### src/rtl/dmx_universe_ctrl_if.sv
// Slot-write handshakes from the two channel-data producers (host and effects engine).
// The producer side uses master; the universe controller uses slave.
interface dmx_universe_ctrl_if;
  logic       h_valid;
  logic       h_ready;
  logic [8:0] h_addr;
  logic [7:0] h_data;
  logic       f_valid;
  logic       f_ready;
  logic [8:0] f_addr;
  logic [7:0] f_data;

  modport master (
    output h_valid, h_addr, h_data, f_valid, f_addr, f_data,
    input  h_ready, f_ready
  );

  modport slave (
    input  h_valid, h_addr, h_data, f_valid, f_addr, f_data,
    output h_ready, f_ready
  );
endinterface

### src/rtl/dmx_universe_ctrl.sv
// DMX512 universe frame scheduler: round-robin slot-write arbitration into the shadow bank,
// refresh-rate pacing of transmitter frames and atomic bank swap between frames.
module dmx_universe_ctrl #(
  parameter int unsigned CLK_FREQ  = 12090000,
  parameter int unsigned MAX_SLOTS = 512
) (
  input  logic               clk,
  input  logic               rst_n,
  input  logic               enable_i,
  input  logic [1:0]         period_sel_i,
  input  logic [9:0]         num_slots_i,
  dmx_universe_ctrl_if.slave prod_if,
  input  logic               commit_req_i,
  output logic               commit_ack_o,
  output logic               wr_en_o,
  output logic               wr_bank_o,
  output logic [8:0]         wr_addr_o,
  output logic [7:0]         wr_data_o,
  output logic               rd_bank_o,
  output logic               tx_start_o,
  input  logic               tx_busy_i,
  output logic [9:0]         tx_num_bytes_o,
  output logic               overrun_o,
  output logic               tx_fault_o,
  output logic [15:0]        frame_count_o
);

  localparam logic [23:0] Per10Hz  = 24'(CLK_FREQ / 10);
  localparam logic [23:0] Per20Hz  = 24'(CLK_FREQ / 20);
  localparam logic [23:0] Per30Hz  = 24'(CLK_FREQ / 30);
  localparam logic [23:0] Per40Hz  = 24'(CLK_FREQ / 40);
  localparam logic [9:0]  MaxSlots = 10'(MAX_SLOTS);

  typedef enum logic [2:0] {
    StIdle, StStart, StAckWait, StBusy, StDone, StSwap, StWait
  } state_e;

  state_e      state_q, state_d;
  logic [23:0] cnt_q, cnt_d;
  logic [3:0]  ack_cnt_q, ack_cnt_d;
  logic        pending_q, pending_d;
  logic        prio_fx_q, prio_fx_d;
  logic        ovr_seen_q, ovr_seen_d;
  logic        rd_bank_q, rd_bank_d;
  logic [9:0]  nbytes_q, nbytes_d;
  logic [15:0] frame_q, frame_d;
  logic        fault_q, fault_d;
  logic        wr_en_q, wr_bank_q;
  logic [8:0]  wr_addr_q;
  logic [7:0]  wr_data_q;

  logic [23:0] period_n;
  logic        h_grant, f_grant, xfer, commit_any;
  logic        tx_start, commit_ack, overrun;

  always_comb begin
    unique case (period_sel_i)
      2'b00: period_n = Per10Hz;
      2'b01: period_n = Per20Hz;
      2'b10: period_n = Per30Hz;
      2'b11: period_n = Per40Hz;
    endcase
  end

  // Ready depends on valid so that at most one producer ever sees ready.
  assign h_grant = (state_q != StSwap) && prod_if.h_valid && (!prod_if.f_valid || !prio_fx_q);
  assign f_grant = (state_q != StSwap) && prod_if.f_valid && (!prod_if.h_valid || prio_fx_q);
  assign xfer    = h_grant || f_grant;
  assign prod_if.h_ready = h_grant;
  assign prod_if.f_ready = f_grant;

  assign prio_fx_d  = h_grant ? 1'b1 : (f_grant ? 1'b0 : prio_fx_q);
  assign commit_any = pending_q || commit_req_i;

  always_comb begin
    state_d    = state_q;
    cnt_d      = cnt_q;
    ack_cnt_d  = ack_cnt_q;
    pending_d  = commit_any;
    ovr_seen_d = ovr_seen_q;
    rd_bank_d  = rd_bank_q;
    nbytes_d   = nbytes_q;
    frame_d    = frame_q;
    fault_d    = 1'b0;
    tx_start   = 1'b0;
    commit_ack = 1'b0;
    overrun    = 1'b0;

    if (state_q != StIdle) begin
      cnt_d = (cnt_q >= period_n) ? period_n : cnt_q + 24'd1;
    end

    unique case (state_q)
      StIdle: begin
        if (enable_i)        state_d = StStart;
        else if (commit_any) state_d = StSwap;
      end
      StStart: begin
        tx_start   = 1'b1;
        frame_d    = frame_q + 16'd1;
        // The tx_start cycle is cycle 0 of the period, so start-to-start spacing is PERIOD_N.
        cnt_d      = 24'd1;
        ack_cnt_d  = 4'd0;
        ovr_seen_d = 1'b0;
        if (num_slots_i == 10'd0)         nbytes_d = 10'd1;
        else if (num_slots_i > MaxSlots)  nbytes_d = MaxSlots;
        else                              nbytes_d = num_slots_i;
        state_d    = StAckWait;
      end
      StAckWait: begin
        if (tx_busy_i) begin
          state_d = StBusy;
        end else if (ack_cnt_q == 4'd15) begin
          fault_d = 1'b1;
          state_d = StDone;
        end else begin
          ack_cnt_d = ack_cnt_q + 4'd1;
        end
      end
      StBusy: begin
        if (cnt_q >= period_n && !ovr_seen_q) begin
          overrun    = 1'b1;
          ovr_seen_d = 1'b1;
        end
        if (!tx_busy_i) state_d = StDone;
      end
      StDone: begin
        if (commit_any)     state_d = StSwap;
        else if (!enable_i) state_d = StIdle;
        else                state_d = StWait;
      end
      StSwap: begin
        rd_bank_d  = ~rd_bank_q;
        commit_ack = 1'b1;
        pending_d  = 1'b0;
        state_d    = enable_i ? StWait : StIdle;
      end
      StWait: begin
        if (!enable_i)                       state_d = StIdle;
        else if (cnt_q >= period_n - 24'd1)  state_d = StStart;
      end
      default: state_d = StIdle;
    endcase
  end

  always_ff @(posedge clk or negedge rst_n) begin
    if (!rst_n) begin
      state_q    <= StIdle;
      cnt_q      <= '0;
      ack_cnt_q  <= '0;
      pending_q  <= 1'b0;
      prio_fx_q  <= 1'b0;
      ovr_seen_q <= 1'b0;
      rd_bank_q  <= 1'b0;
      nbytes_q   <= '0;
      frame_q    <= '0;
      fault_q    <= 1'b0;
      wr_en_q    <= 1'b0;
      wr_bank_q  <= 1'b0;
      wr_addr_q  <= '0;
      wr_data_q  <= '0;
    end else begin
      state_q    <= state_d;
      cnt_q      <= cnt_d;
      ack_cnt_q  <= ack_cnt_d;
      pending_q  <= pending_d;
      prio_fx_q  <= prio_fx_d;
      ovr_seen_q <= ovr_seen_d;
      rd_bank_q  <= rd_bank_d;
      nbytes_q   <= nbytes_d;
      frame_q    <= frame_d;
      fault_q    <= fault_d;
      wr_en_q    <= xfer;
      if (xfer) begin
        wr_bank_q <= ~rd_bank_q;
        wr_addr_q <= h_grant ? prod_if.h_addr : prod_if.f_addr;
        wr_data_q <= h_grant ? prod_if.h_data : prod_if.f_data;
      end
    end
  end

  assign commit_ack_o   = commit_ack;
  assign wr_en_o        = wr_en_q;
  assign wr_bank_o      = wr_bank_q;
  assign wr_addr_o      = wr_addr_q;
  assign wr_data_o      = wr_data_q;
  assign rd_bank_o      = rd_bank_q;
  assign tx_start_o     = tx_start;
  assign tx_num_bytes_o = nbytes_q;
  assign overrun_o      = overrun;
  assign tx_fault_o     = fault_q;
  assign frame_count_o  = frame_q;

endmodule

### src/flat_wrapper.sv
// flat-port wrapper written by rule: the top's interface ports become plain ports
module dmx_universe_ctrl_flat 
#(
  parameter int unsigned CLK_FREQ  = 12090000,
  parameter int unsigned MAX_SLOTS = 512
)
  (clk, rst_n, enable_i, period_sel_i, num_slots_i, commit_req_i, commit_ack_o, wr_en_o, wr_bank_o, wr_addr_o, wr_data_o, rd_bank_o, tx_start_o, tx_busy_i, tx_num_bytes_o, overrun_o, tx_fault_o, frame_count_o, prod_if_h_valid, prod_if_h_addr, prod_if_h_data, prod_if_f_valid, prod_if_f_addr, prod_if_f_data, prod_if_h_ready, prod_if_f_ready);
  dmx_universe_ctrl_if prod_if_i ();
  input  logic clk;
  input  logic rst_n;
  input  logic enable_i;
  input  logic [1:0] period_sel_i;
  input  logic [9:0] num_slots_i;
  input  logic commit_req_i;
  output logic commit_ack_o;
  output logic wr_en_o;
  output logic wr_bank_o;
  output logic [8:0] wr_addr_o;
  output logic [7:0] wr_data_o;
  output logic rd_bank_o;
  output logic tx_start_o;
  input  logic tx_busy_i;
  output logic [9:0] tx_num_bytes_o;
  output logic overrun_o;
  output logic tx_fault_o;
  output logic [15:0] frame_count_o;
  input wire logic [$bits(prod_if_i.h_valid)-1:0] prod_if_h_valid;
  input wire logic [$bits(prod_if_i.h_addr)-1:0] prod_if_h_addr;
  input wire logic [$bits(prod_if_i.h_data)-1:0] prod_if_h_data;
  input wire logic [$bits(prod_if_i.f_valid)-1:0] prod_if_f_valid;
  input wire logic [$bits(prod_if_i.f_addr)-1:0] prod_if_f_addr;
  input wire logic [$bits(prod_if_i.f_data)-1:0] prod_if_f_data;
  output wire logic [$bits(prod_if_i.h_ready)-1:0] prod_if_h_ready;
  output wire logic [$bits(prod_if_i.f_ready)-1:0] prod_if_f_ready;
  assign prod_if_i.h_valid = prod_if_h_valid;
  assign prod_if_i.h_addr = prod_if_h_addr;
  assign prod_if_i.h_data = prod_if_h_data;
  assign prod_if_i.f_valid = prod_if_f_valid;
  assign prod_if_i.f_addr = prod_if_f_addr;
  assign prod_if_i.f_data = prod_if_f_data;
  assign prod_if_h_ready = prod_if_i.h_ready;
  assign prod_if_f_ready = prod_if_i.f_ready;
  dmx_universe_ctrl #(.CLK_FREQ(CLK_FREQ), .MAX_SLOTS(MAX_SLOTS)) u_core (.clk(clk), .rst_n(rst_n), .enable_i(enable_i), .period_sel_i(period_sel_i), .num_slots_i(num_slots_i), .prod_if(prod_if_i), .commit_req_i(commit_req_i), .commit_ack_o(commit_ack_o), .wr_en_o(wr_en_o), .wr_bank_o(wr_bank_o), .wr_addr_o(wr_addr_o), .wr_data_o(wr_data_o), .rd_bank_o(rd_bank_o), .tx_start_o(tx_start_o), .tx_busy_i(tx_busy_i), .tx_num_bytes_o(tx_num_bytes_o), .overrun_o(overrun_o), .tx_fault_o(tx_fault_o), .frame_count_o(frame_count_o));
endmodule
### config.mk
export PLATFORM = sky130hd
export DESIGN_NAME = dmx_universe_ctrl_flat
export DESIGN_NICKNAME = d
export VERILOG_FILES = /design/src/rtl/dmx_universe_ctrl_if.sv /design/src/rtl/dmx_universe_ctrl.sv /design/src/flat_wrapper.sv
export SDC_FILE = /design/constraint.sdc
export NUM_CORES = 1
export LEC_CHECK = 0
export ABC_AREA = 0
export CAP_MARGIN = 15
export CELL_PAD_IN_SITES_DETAIL_PLACEMENT = 0
export CELL_PAD_IN_SITES_GLOBAL_PLACEMENT = 2
export CORE_ASPECT_RATIO = 1.4
export CORE_MARGIN = 2
export CORE_UTILIZATION = 34
export DETAILED_ROUTE_END_ITERATION = 12
export GPL_TIMING_DRIVEN = 0
export PLACE_DENSITY = 0.84
export SLEW_MARGIN = 20
export SYNTH_ARGS = -nofsm -noshare
export SYNTH_HDL_FRONTEND = slang
export SYNTH_SLANG_ARGS = --single-unit
### constraint.sdc
create_clock -name clk -period 6.2 [get_ports clk]
set_input_delay 0.62 -clock clk [delete_from_list [all_inputs] [get_ports clk]]
set_output_delay 0.62 -clock clk [all_outputs]
set_load 0.02 [all_outputs]
Yosys cells after proc, flatten, opt, wreduce, memory -nomap -nowiden
Index checks and enable logic that the tools add are counted.
- register bits: 81
- bits in latches: 0
- memory bits (writable): 0
- memory bits (read-only): 0
- bits of input ports: 53
- output and inout bits: 52
- logic and storage cells: 97
- memories: 0
- $add $sub $neg: 4
- $mul: 0
- div/mod/pow operators: 0
- order comparisons: 3
- equal/unequal tests: 18
- shift operators: 0
- muxes and demuxes: 33
- bitwise gates (word level): 1
- reductions and logical operators: 24
- operators by type and width (operator ; number):
    $pmux 24 s4 ; 1
    $mux 24 ; 3
    $ge 24x24->1 ; 2
    $mux 3 ; 9
    $add 24x1->24 const B ; 1
    $sub 24x1->24 const B ; 1
    $pmux 3 s7 ; 1
    $mux 10 ; 2
    $add 16x1->16 const B ; 1
    $mux 1 ; 11
    $gt 10x10->1 const B ; 1
    $logic_not 10->1 ; 1
    $eq 3x3->1 const B ; 3
    $mux 9 ; 1
    $ne 3x2->1 const B ; 3
    $mux 4 ; 2
    $mux 8 ; 1
    $pmux 4 s2 ; 1
    $reduce_bool 2->1 ; 4
    $eq 3x2->1 const B ; 2
    $ne 2x2->1 const B ; 3
    $logic_and 1x1->1 ; 5
    $add 4x1->4 const B ; 1
    $eq 2x2->1 const B ; 2
    other kinds (15) ; 21

Logic depth before layout (Yosys ltp)
- word-level depth: 7
- gate-level depth with buffers: 13
- depth with buffers taken out: 12

Least setup slack after synthesis
OpenSTA, ideal clock, no wires.
- path kind: input port to output port
- from: in period_sel_i[1]
- to: out overrun_o
- arrival time: 2975 ps
- data required time: 5580 ps
- setup slack: 2605 ps
- cell stages on the path: 11
- buffers on the path: 1
- path through: inv_1 -> ha_1 -> inv_1 -> ha_1 -> and3_4 -> o2111ai_2 -> a211o_1 -> o21bai_4 -> and2_1 -> buf_2 -> nor4_2
- longest elaborated chain between the ends: 6
- elaborated cells between the ends (all ways): 9
- classes of those cells: order compare: 1; eq/ne: 3; mux: 3; reduce/logical: 2
- ends and longest elaborated chain (element ; line ; source):
    start: declaration ; flat_wrapper.sv:12 ; input logic [1:0] period_sel_i;
    $eq 2x2->1 (tied with other cells) ; dmx_universe_ctrl.sv:57 ; unique case (period_sel_i)
    $pmux 24 s4 (*) ; dmx_universe_ctrl.sv:57 ;
    $ge 24x24->1 (*) ; dmx_universe_ctrl.sv:121 ; if (cnt_q >= period_n && !ovr_seen_q) begin
    $logic_and 1x1->1 (*) ; dmx_universe_ctrl.sv:121 ;
    $mux 1 (*) ; dmx_universe_ctrl.sv:121 ;
    $mux 1 (*) ; dmx_universe_ctrl.sv:93 ; unique case (state_q)
    end: declaration ; flat_wrapper.sv:24 ; output logic overrun_o;
Every way passes the cells marked *; elsewhere a longest branch is shown, timed or not. The select of a mux whose other input is x is not followed.

Worst setup path after layout
Ends and elaborated chain as after synthesis.

==> summary.md <==
| Metric | Value |
|---|---|
| Core area | 14400 um^2 |
| Die W | 107 um |
| Placed inst area | 6320 um^2 |
| Placed Cells | 840 |
| DRT Wirelength | 15.0 mm |
| Clk_lat worst skew | 0.33 ns |
| Period utilization | 77.9% |
| Final GP Congestion | 0.857 |
| Synth Cell Area | 5030 um^2 |
| Type of destination of the critical path | primary output |
| Pre-CTS setup slack | 1.39 ns |
| All-Layer GR Usage | 19.9% |
| Ys flop type | dfrtp_1 |
| DR iter-0 viols | 197 |
| Post-Synthesis Net Count | 645 |
| Unrepaired setup endpoints after global routing | no |
| Die area | 15800 um^2 |
| Routed vias/inst | 5.32 |
| Largest cells by area after synthesis | dfrtp_1 (40%), ha_1 (11%), nand2_1 (7.3%) |
| Nets | 761 |
| DRC Markers | 0 |
| Worst-case clock buffer depth | 2 |
| Layout cells sized above 1 | 8.26% |
| Top post-synthesis cells by count | nand2_1 (98), dfrtp_1 (81), ha_1 (46) |
| Largest net degree at the start of global routing | 43 |
| Max Freq | 207 MHz |
| HP Class | primary input to async pin |
| Fillers | 1471 |
| Multi-input logic area | 2850 um^2 |
| CTS tree | built |
| First-pass GRT wire length | 24.7 mm |
| Post-synth top area cell | dfrtp_1 |
| Number of flops mapped to enable cells by yosys | 0 |
| Area Overhead vs Synth | 31.4% |
| Grt total ovfl | 0 |
| Worst setup SP type | primary input |
| Die height | 148 um |
| Minimum clock period | 4.83 ns |
| Port-buffer cells | 104 |
| Power density cells | 428 nW/um^2 |
| CTS Buf Count | 9 |
| Arrival @ worst endpoint | 4.21 ns |
| Syn Inst Count | 546 |
| Post-route setup TNS | 0 ns |
| CP Class | primary input to primary output |
| Flops & latches, synth | 81 |
| Mean post-synth cell area | 9.21 um^2 |
| Post-route insts no fill | 855 |
| Leakage | 2.94 nW |
| Top-count cell post-synth | nand2_1 |
| Worst vdd rail ir drop | 0.219 mV |
| Row count | 52 |
| Antenna violations before repair | 0 |
| Synth warn | 0 |
| Worst path required time | 5.58 ns |
| First drt pass iteration count | 4 |
| Worst Tran Pin Value | 0.690 ns |
| Worst Clk Skew | 0.00633 ns |
| Yosys cell types | 60 |
| Detailed Place HPWL | 11.5 mm |
| Worst setup slack after layout | 1.37 ns |
| Routed vias | 4547 |
| Fin Hold WS | 0.282 ns |
| Sequential Area | 2030 um^2 |
| # H-tree levels | 3 |
| Layout Cell Area excl Fill | 6610 um^2 |
| Status | finished, final reports clean |
| Post-CTS resize count | 0 |
| Synth async-reset ratio | 100% |
| Max_slew headroom | 54.0% |
| Vias in the first global route | 4791 |
| CTS sink count | 81 |
| Post-DRT Antenna Nets | 0 |
| Post-layout util | 45.8% |
| Post-synth top area share | 40.3% |
| Wire per inst | 17.6 um |
| Hold_buf cts | 0 |
| Clock transition at path regs | 0.06 ns |
| CP max FO | 6 |
| Maxcap violations | 0 |
| Initial core utilization | 34.8% |
| Fin. Hold Viols | 0 |
| Endpoints failing setup | 0 |
| Post-synthesis sequential area ratio | 40.3% |
| Fin. max-slew vios | 0 |
| Diode count | 0 |
| Tot Pwr | 2.83 mW |
| I/O Pins | 105 |
| Post-CTS Setup Inserts | 0 |
| CTS root buf | clkbuf_16 |
sequential cells by signal (all words and copies together), names as in the netlist:
register / cells
u_core.state_q: 3
u_core.wr_en_o: 1
u_core.wr_data_o: 8
u_core.wr_addr_o: 9
u_core.cnt_q: 24
u_core.rd_bank_o: 1
u_core.tx_num_bytes_o: 10
u_core.pending_q: 1
u_core.ack_cnt_q: 4
u_core.wr_bank_o: 1
u_core.frame_count_o: 16
u_core.prio_fx_q: 1
u_core.tx_fault_o: 1
u_core.ovr_seen_q: 1
layer usage:
metal / track usage [%] / up-vias / part of all wire, %
met4: 9.48 / 0 / 3.5
met3: 5.47 / 30 / 6.5
li1: - / 2189 / -
met1: 21.8 / 2194 / 39
met2: 35.3 / 134 / 51
met5: 0 / - / 0
critical path, cell delays in order:
cell	delay (ns)
clkdlybuf4s50_1	0.48
inv_1	0.21
ha_1	0.32
inv_1	0.17
ha_1	0.36
and3_4	0.23
o2111ai_2	0.10
a211o_1	0.33
o21bai_4	0.21
and2_1	0.18
buf_2	0.15
nor4_2	0.20
clkdlybuf4s50_1	0.64
cells by family (layout without fill, tap and decap cells):
logic type | after synthesis | after routing | synth area share (%)
simple gates | 244 | 244 | 23.2
compound gates | 120 | 120 | 18.6
flops | 81 | 81 | 40.3
fa+ha+maj | 46 | 46 | 11.4
buf+inv | 35 | 155 | 3.08
xor+xnor | 19 | 19 | 3.31
other cells | 1 | 1 | 0.0746
layout by cell type (no fill, tap or decap), types with 5 or more instances in the layout:
master / count
a21o_1: 6
a21oi_1: 15
a31oi_1: 19
and2_1: 6
and3_1: 19
buf_2: 7
clkbuf_1: 9
clkbuf_16: 9
clkdlybuf4s50_1: 103
dfrtp_1: 81
ha_1: 46
inv_1: 14
nand2_1: 98
nand2b_1: 9
nand3_1: 26
nand3b_1: 5
nand4_1: 6
nor2_1: 42
nor3_1: 15
o211ai_2: 7
o21ai_0: 13
o21ai_1: 12
o311ai_1: 5
xnor2_1: 16
where the power goes:
part | total (mW) | switching (mW) | leakage, nW | internal [mW]
Combinational | 1.42 | 0.811 | 1.77 | 0.611
Sequential | 0.881 | 0.174 | 1.03 | 0.706
Clock | 0.526 | 0.219 | 0.137 | 0.308
Total | 2.83 | 1.20 | 2.94 | 1.63
layout make-up:
type | count | area share [%]
Clock buffer | 9 | 3.41
Tap cell | 189 | 3.58
Sequential cell | 81 | 30.7
Inverter | 17 | 0.965
Buffer | 18 | 1.38
Timing Repair Buffer | 105 | 16.0
Clock inverter | 6 | 0.909
Multi-Input combinational cell | 430 | 43.1
final timing paths:
kind	slack, ns	depth (start not counted)	to	start
worst min-delay path	0.28	1	u_core.cnt_q[7]	rst_n
worst max register to register	3.62	9	u_core.cnt_q[20]	u_core.cnt_q[6]
max in group asynchronous	5.29	2	u_core.cnt_q[21]	rst_n
worst min register to register	0.47	1	u_core.frame_count_o[15]	u_core.frame_count_o[15]
worst max-delay path	1.37	13	overrun_o	period_sel_i[1]
min in group clk	0.47	1	u_core.frame_count_o[15]	u_core.frame_count_o[15]
No activity file was read; power rests on OpenSTA's default activity.
